[config.mk]
export PLATFORM = sky130hd
export DESIGN_NAME = fft_bitrev_buffer
export DESIGN_NICKNAME = d
export VERILOG_FILES = /design/src/rtl/fft_bitrev_buffer_pkg.sv /design/src/rtl/fft_bank_ram.sv /design/src/rtl/fft_bitrev_buffer.sv
export SDC_FILE = /design/constraint.sdc
export NUM_CORES = 1
export LEC_CHECK = 0
export ABC_AREA = 1
export BUFFER_PORTS_ARGS = -buffer_cell sky130_fd_sc_hd__buf_2
export CAP_MARGIN = 20
export CORE_MARGIN = 2
export CORE_UTILIZATION = 67
export DETAILED_ROUTE_END_ITERATION = 8
export PLACE_DENSITY = 0.91
export SLEW_MARGIN = 20
export SYNTH_ARGS = -nofsm -noshare
export SYNTH_HDL_FRONTEND = slang
export SYNTH_SLANG_ARGS = --single-unit
[constraint.sdc]
create_clock -name clk -period 9.9 [get_ports clk]
set_input_delay 0.99 -clock clk [delete_from_list [all_inputs] [get_ports clk]]
set_output_delay 0.99 -clock clk [all_outputs]
set_load 0.03 [all_outputs]
[src/rtl/fft_bitrev_buffer_pkg.sv]
// Shared FFT definitions: default sizes, bank state encoding and index bit reversal.
package fft_bitrev_buffer_pkg;

    localparam int unsigned FFT_LOG2N  = 3;
    localparam int unsigned FFT_N      = 1 << FFT_LOG2N;
    localparam int unsigned FFT_DATA_W = 16;

    typedef enum logic [1:0] {
        BANK_EMPTY    = 2'd0,
        BANK_FILLING  = 2'd1,
        BANK_FULL     = 2'd2,
        BANK_DRAINING = 2'd3
    } bank_state_e;

    // Reverse the low 'width' bits of value; upper bits return as zero.
    function automatic logic [31:0] bitrev(input logic [31:0] value, input int unsigned width);
        logic [31:0] rev;
        rev = '0;
        for (int unsigned i = 0; i < width; i++) begin
            rev[i] = value[width - 1 - i];
        end
        return rev;
    endfunction

endpackage

[src/rtl/fft_bank_ram.sv]
// Two-bank complex sample store: one synchronous write port, one asynchronous read port.
module fft_bank_ram
    import fft_bitrev_buffer_pkg::*;
#(
    parameter int unsigned DATA_W = FFT_DATA_W,
    parameter int unsigned LOG2N  = FFT_LOG2N
) (
    input  logic                  clk,
    input  logic                  we,
    input  logic [LOG2N:0]        waddr,
    input  logic [2*DATA_W-1:0]   wdata,
    input  logic [LOG2N:0]        raddr,
    output logic [2*DATA_W-1:0]   rdata
);

    localparam int unsigned DEPTH = 2 << LOG2N;

    logic [2*DATA_W-1:0] mem_q [DEPTH];

    always_ff @(posedge clk) begin
        if (we) begin
            mem_q[waddr] <= wdata;
        end
    end

    assign rdata = mem_q[raddr];

endmodule

[src/rtl/fft_bitrev_buffer.sv]
// Ping-pong bit-reversal reorder buffer: natural-order frames in, bit-reversed order out.
module fft_bitrev_buffer
    import fft_bitrev_buffer_pkg::*;
#(
    parameter int unsigned DATA_W = FFT_DATA_W,
    parameter int unsigned LOG2N  = FFT_LOG2N
) (
    input  logic              clk,
    input  logic              reset,
    input  logic              in_valid,
    input  logic [LOG2N-1:0]  in_addr,
    input  logic [DATA_W-1:0] in_real,
    input  logic [DATA_W-1:0] in_imag,
    output logic              in_ready,
    output logic              out_valid,
    input  logic              out_ready,
    output logic [DATA_W-1:0] out_real,
    output logic [DATA_W-1:0] out_imag,
    output logic [LOG2N-1:0]  out_idx,
    output logic              out_last,
    output logic              seq_err
);

    localparam int unsigned N = (LOG2N == FFT_LOG2N) ? FFT_N : (1 << LOG2N);
    localparam logic [LOG2N-1:0] IDX_LAST = LOG2N'(N - 1);

    bank_state_e         bank_st_q [2];
    bank_state_e         bank_st_d [2];
    logic                wr_bank_q, wr_bank_d;
    logic                rd_bank_q, rd_bank_d;
    logic [LOG2N-1:0]    wr_cnt_q, wr_cnt_d;
    logic [LOG2N-1:0]    rd_idx_q, rd_idx_d;
    logic                out_valid_q, out_valid_d;
    logic                out_last_q, out_last_d;
    logic                seq_err_q, seq_err_d;
    logic                in_ready_q, in_ready_d;
    logic [DATA_W-1:0]   out_real_q, out_real_d;
    logic [DATA_W-1:0]   out_imag_q, out_imag_d;

    logic                in_xfer_c, out_xfer_c, addr_match_c, ram_we_c, load_c;
    logic [LOG2N:0]      ram_waddr_c, ram_raddr_c;
    logic [2*DATA_W-1:0] ram_rdata_c;

    assign ram_waddr_c = {wr_bank_q, LOG2N'(bitrev(32'(in_addr), LOG2N))};
    assign ram_raddr_c = {rd_bank_d, rd_idx_d};

    fft_bank_ram #(
        .DATA_W (DATA_W),
        .LOG2N  (LOG2N)
    ) u_ram (
        .clk   (clk),
        .we    (ram_we_c),
        .waddr (ram_waddr_c),
        .wdata ({in_real, in_imag}),
        .raddr (ram_raddr_c),
        .rdata (ram_rdata_c)
    );

    // Write-side sequencing first, then read side; they never claim the same bank in one cycle.
    always_comb begin
        bank_st_d    = bank_st_q;
        wr_bank_d    = wr_bank_q;
        rd_bank_d    = rd_bank_q;
        wr_cnt_d     = wr_cnt_q;
        rd_idx_d     = rd_idx_q;
        out_valid_d  = out_valid_q;
        seq_err_d    = 1'b0;
        ram_we_c     = 1'b0;
        load_c       = 1'b0;

        in_xfer_c    = in_valid && in_ready_q;
        out_xfer_c   = out_valid_q && out_ready;
        addr_match_c = (in_addr == wr_cnt_q);

        if (in_xfer_c) begin
            seq_err_d = !addr_match_c;
            if (addr_match_c) begin
                wr_cnt_d = wr_cnt_q + LOG2N'(1);
            end else if (in_addr == '0) begin
                wr_cnt_d = LOG2N'(1);
            end else begin
                wr_cnt_d = '0;
            end
            if (addr_match_c || (in_addr == '0)) begin
                ram_we_c             = 1'b1;
                bank_st_d[wr_bank_q] = BANK_FILLING;
                if (addr_match_c && (in_addr == IDX_LAST)) begin
                    bank_st_d[wr_bank_q] = BANK_FULL;
                    wr_bank_d            = ~wr_bank_q;
                end
            end
        end

        if (out_xfer_c) begin
            if (out_last_q) begin
                bank_st_d[rd_bank_q] = BANK_EMPTY;
                rd_bank_d            = ~rd_bank_q;
                rd_idx_d             = '0;
                out_valid_d          = 1'b0;
                if (bank_st_d[~rd_bank_q] == BANK_FULL) begin
                    bank_st_d[~rd_bank_q] = BANK_DRAINING;
                    out_valid_d           = 1'b1;
                    load_c                = 1'b1;
                end
            end else begin
                rd_idx_d = rd_idx_q + LOG2N'(1);
                load_c   = 1'b1;
            end
        end else if (!out_valid_q && (bank_st_d[rd_bank_q] == BANK_FULL)) begin
            bank_st_d[rd_bank_q] = BANK_DRAINING;
            rd_idx_d             = '0;
            out_valid_d          = 1'b1;
            load_c               = 1'b1;
        end

        out_last_d = out_valid_d && (rd_idx_d == IDX_LAST);
        in_ready_d = (bank_st_d[wr_bank_d] == BANK_EMPTY) ||
                     (bank_st_d[wr_bank_d] == BANK_FILLING);
    end

    // Output data only changes when a new entry is presented.
    always_comb begin
        out_real_d = out_real_q;
        out_imag_d = out_imag_q;
        if (load_c) begin
            out_real_d = ram_rdata_c[2*DATA_W-1:DATA_W];
            out_imag_d = ram_rdata_c[DATA_W-1:0];
        end
    end

    always_ff @(posedge clk) begin
        if (!reset) begin
            bank_st_q[0] <= BANK_EMPTY;
            bank_st_q[1] <= BANK_EMPTY;
            wr_bank_q    <= 1'b0;
            rd_bank_q    <= 1'b0;
            wr_cnt_q     <= '0;
            rd_idx_q     <= '0;
            out_valid_q  <= 1'b0;
            out_last_q   <= 1'b0;
            seq_err_q    <= 1'b0;
            in_ready_q   <= 1'b1;
            out_real_q   <= '0;
            out_imag_q   <= '0;
        end else begin
            bank_st_q    <= bank_st_d;
            wr_bank_q    <= wr_bank_d;
            rd_bank_q    <= rd_bank_d;
            wr_cnt_q     <= wr_cnt_d;
            rd_idx_q     <= rd_idx_d;
            out_valid_q  <= out_valid_d;
            out_last_q   <= out_last_d;
            seq_err_q    <= seq_err_d;
            in_ready_q   <= in_ready_d;
            out_real_q   <= out_real_d;
            out_imag_q   <= out_imag_d;
        end
    end

    assign in_ready  = in_ready_q;
    assign out_valid = out_valid_q;
    assign out_real  = out_real_q;
    assign out_imag  = out_imag_q;
    assign out_idx   = rd_idx_q;
    assign out_last  = out_last_q;
    assign seq_err   = seq_err_q;

endmodule
==> impl_results.md <==
* R2R Path End: out_real[1]
* Yosys warnings at 0
* Worst path cell trace: buf_2 > nand2_1 > o21ai_0 > o21ai_4 > buf_4 > inv_8 > nand2_8 > buf_4 > nand2_1 > nand3_1 > nand3_1 > nand3_1 > nand3_1 > nand2_1 > inv_1
* Worst R2R Path Depth at 14
* Global Route Usage Sum at 0.349
* Pins Over Slew Limit at 0
* Maximum buffer depth of the clock tree at 3
* Final setup TNS at 0 ns
* RD Place Congestion at 0.876
* WL final at 66600 um
* Worst vdd ir at 149 uV
* Cell variety after synth at 28
* Final #Nets at 2389
* Avg Cell Area, Syn at 10.5 sq um
* Core area at 36300 sq um
* EDFF count, synth at 512
* Status: finished clean
* Initial core utilization at 0.674
* Cts bufs inserted at 52
* Initial antenna violation count at 3
* Bufs and invs on worst path at 5
* Global-route congestion overflow total at 0
* Crit share post-route at 0.490
* CP most frequent cell: nand3_1
* Cell area after technology mapping at 24500 sq um
* Max incr delay on CP at 0.99 ns
* Ys flop type: edfxtp_1
* Worst-path maximum fanout at 187
* Detailed placement HPWL at 32800 um
* Final Skew at 0.0266 ns
* Total power at 5.16 mW
* DRT Pass-1 Iters at 6
* Slew @ Worst Pin at 1.16 ns
* Setup repair bufs after CTS at 0
* Syn nets at 2371
* Clock Sink Count at 560
* Most common cell after layout, fill and taps aside: nand3_1
* R2R Path Start: out_valid
* Layout cells sized above 1 at 0.105
* Remaining routing DRC violations at 0
* Slew headroom at 0.228
* Skew-Pair Late Insertion Delay at 0.60 ns
* Drt initial violations at 3280
* Die Wd at 195 um
* Async SR Flop Fraction at 0
* Endpoints failing setup at 0
* Hold Path End: wr_cnt_q[0]
* CP top delay family: buffers and inverters
* #FFs+latches synth at 560
* Via density at 6.44
* CP max stage cell: buf_4
* Reg2reg setup slack at 5.22 ns
* Leakage at 11.3 nW
* Post-DR wirelength/cell at 23.3 um
* Crit end category: register
* Syn-to-layout area delta at 9.79%
* Vias in the first global route at 18200
* CTS tree: done
* Post-CTS Hold Fix Bufs at 0
* CP Data Required Time at 10.38 ns
* Mapped Cells at 2330
* Critical path arrival at 5.33 ns
* Clock Pin Slew Worst Setup and Hold Paths at 0.06 ns
* Full die area at 38100 sq um
* CP Class: in -> reg
* HP Class: reg -> reg
* Post-CTS Resized at 0
* # IOs at 78
* Sequential area share after synthesis at 0.666
* First-pass GRT wire length at 101000 um
* CTS Root Cell: clkbuf_16
* RSZ-0062 raised after global routing: false
* Most frequent cells in the layout: 585 x nand3_1, 512 x edfxtp_1, 443 x inv_1
* Chip height at 195 um
* Final worst path period need at 4.86 ns
* Remaining antenna violation count at 0
* Max Fclk at 0.206 GHz
* Max-cap viol count at 0
* Pwr/cell area at 192 nW/um^2
* Port-buffer cells at 77
* Startpoint Class: input pin
* Cell Rows at 70
* Hold Startpoint: wr_cnt_q[0]
* CTS H-tree depth at 2
* Routed via count at 18400
* Largest net degree at the start of global routing at 188
* Worst hold path cell count at 2
* Fin. Hold Viols at 0
==> layout make-up <==
| cell class | count | area, sq um |
|---|---|---|
| inverters | 448 | 1690 |
| diodes | 3 | 7.51 |
| well taps | 468 | 586 |
| clock inverters | 28 | 318 |
| flip-flops and latches | 560 | 16300 |
| multi-input cells | 1177 | 5930 |
| repair buffers | 109 | 626 |
| clock buffers | 67 | 1420 |
| fillers | 2046 | 9440 |
==> worst min-delay path, cell delays in order (launching register included) <==
cell and delay [ns]:
dfxtp_1 0.34, nand2_1 0.07, a21oi_1 0.06
==> worst max path at each step <==
stage / slack (ns) / from / endpoint / cells after the start
after detailed placement: 4.66 / in_addr[2] / out_real[12] / 22
after floorplan: 5.34 / in_addr[1] / u_ram.mem_q[0][0] / 6
after global placement: 4.82 / in_addr[2] / out_imag[9] / 22
after global routing: 4.76 / in_addr[2] / out_imag[12] / 22
final: 5.04 / out_ready / out_real[1] / 15
after CTS: 5.25 / out_ready / out_real[1] / 15
==> report_power, final <==
group / internal [mW] / total [mW] / switching (mW)
combinational: 0.114 / 0.469 / 0.356
sequential: 2.61 / 2.63 / 0.0177
clock: 1.19 / 2.07 / 0.874
==> logic make-up (layout without fill, tap and decap cells) <==
kind of cell	after synthesis	after routing	share of synthesized area
simple gates	1090	1090	0.212
buf+inv	593	652	0.0979
flops	560	560	0.666
compound gates	83	83	0.0218
fa+ha+maj	2	2	0.00102
xor+xnor	2	2	0.00102
other cells	0	3	0
==> metal layers <==
metal  global-route usage  vias up  wire [um]  part of all wire
met5                    0        -          0                 0
met4                0.217        0       4190             0.063
met3               0.0770      364       8860              0.13
met2                0.566     1666      32000              0.48
met1                0.431     8536      21500              0.32
li1                     -     7847          -                 -
==> per-stage QoR <==
step                cells  area [sq um]  hold slack (ns)   util  worst slack [ns]
floorplan            2330         24500            0.476      -              5.34
global placement     2762         25200            0.496  0.692              4.82
detailed placement   2762         25200            0.506  0.692              4.66
CTS                  2857         26900            0.512  0.740              5.25
global route         2860         26900            0.531  0.740              4.76
finish               2860         26900            0.513  0.740              5.04
==> registers in the layout, indices dropped and copies added (netlist names) <==
signal / flops
out_last: 1
bank_st_q: 4
out_idx: 3
wr_cnt_q: 3
out_imag: 16
wr_bank_q: 1
in_ready: 1
rd_bank_q: 1
out_real: 16
seq_err: 1
out_valid: 1
u_ram.mem_q: 512
==> cell usage after synthesis, types with 4 or more instances <==
library cell    n  area, sq um
nor3_1          6         30.0
buf_4          18          135
o2111ai_1      30          263
buf_2          61          305
buf_1          18         67.6
inv_1         445         1670
edfxtp_1      512        15400
buf_6           4         45.0
a21oi_1         8         40.0
o21ai_0        43          215
nand3b_1       62          465
nand3_1       585         2930
dfxtp_1        48          961
nand2_1       301         1130
nor2_1         92          345
or2_2          31          194
clkbuf_1       44          165
nand2_2         4         25.0
nand4_1         4         25.0
Note: power is estimated with default switching activity, not from simulation.
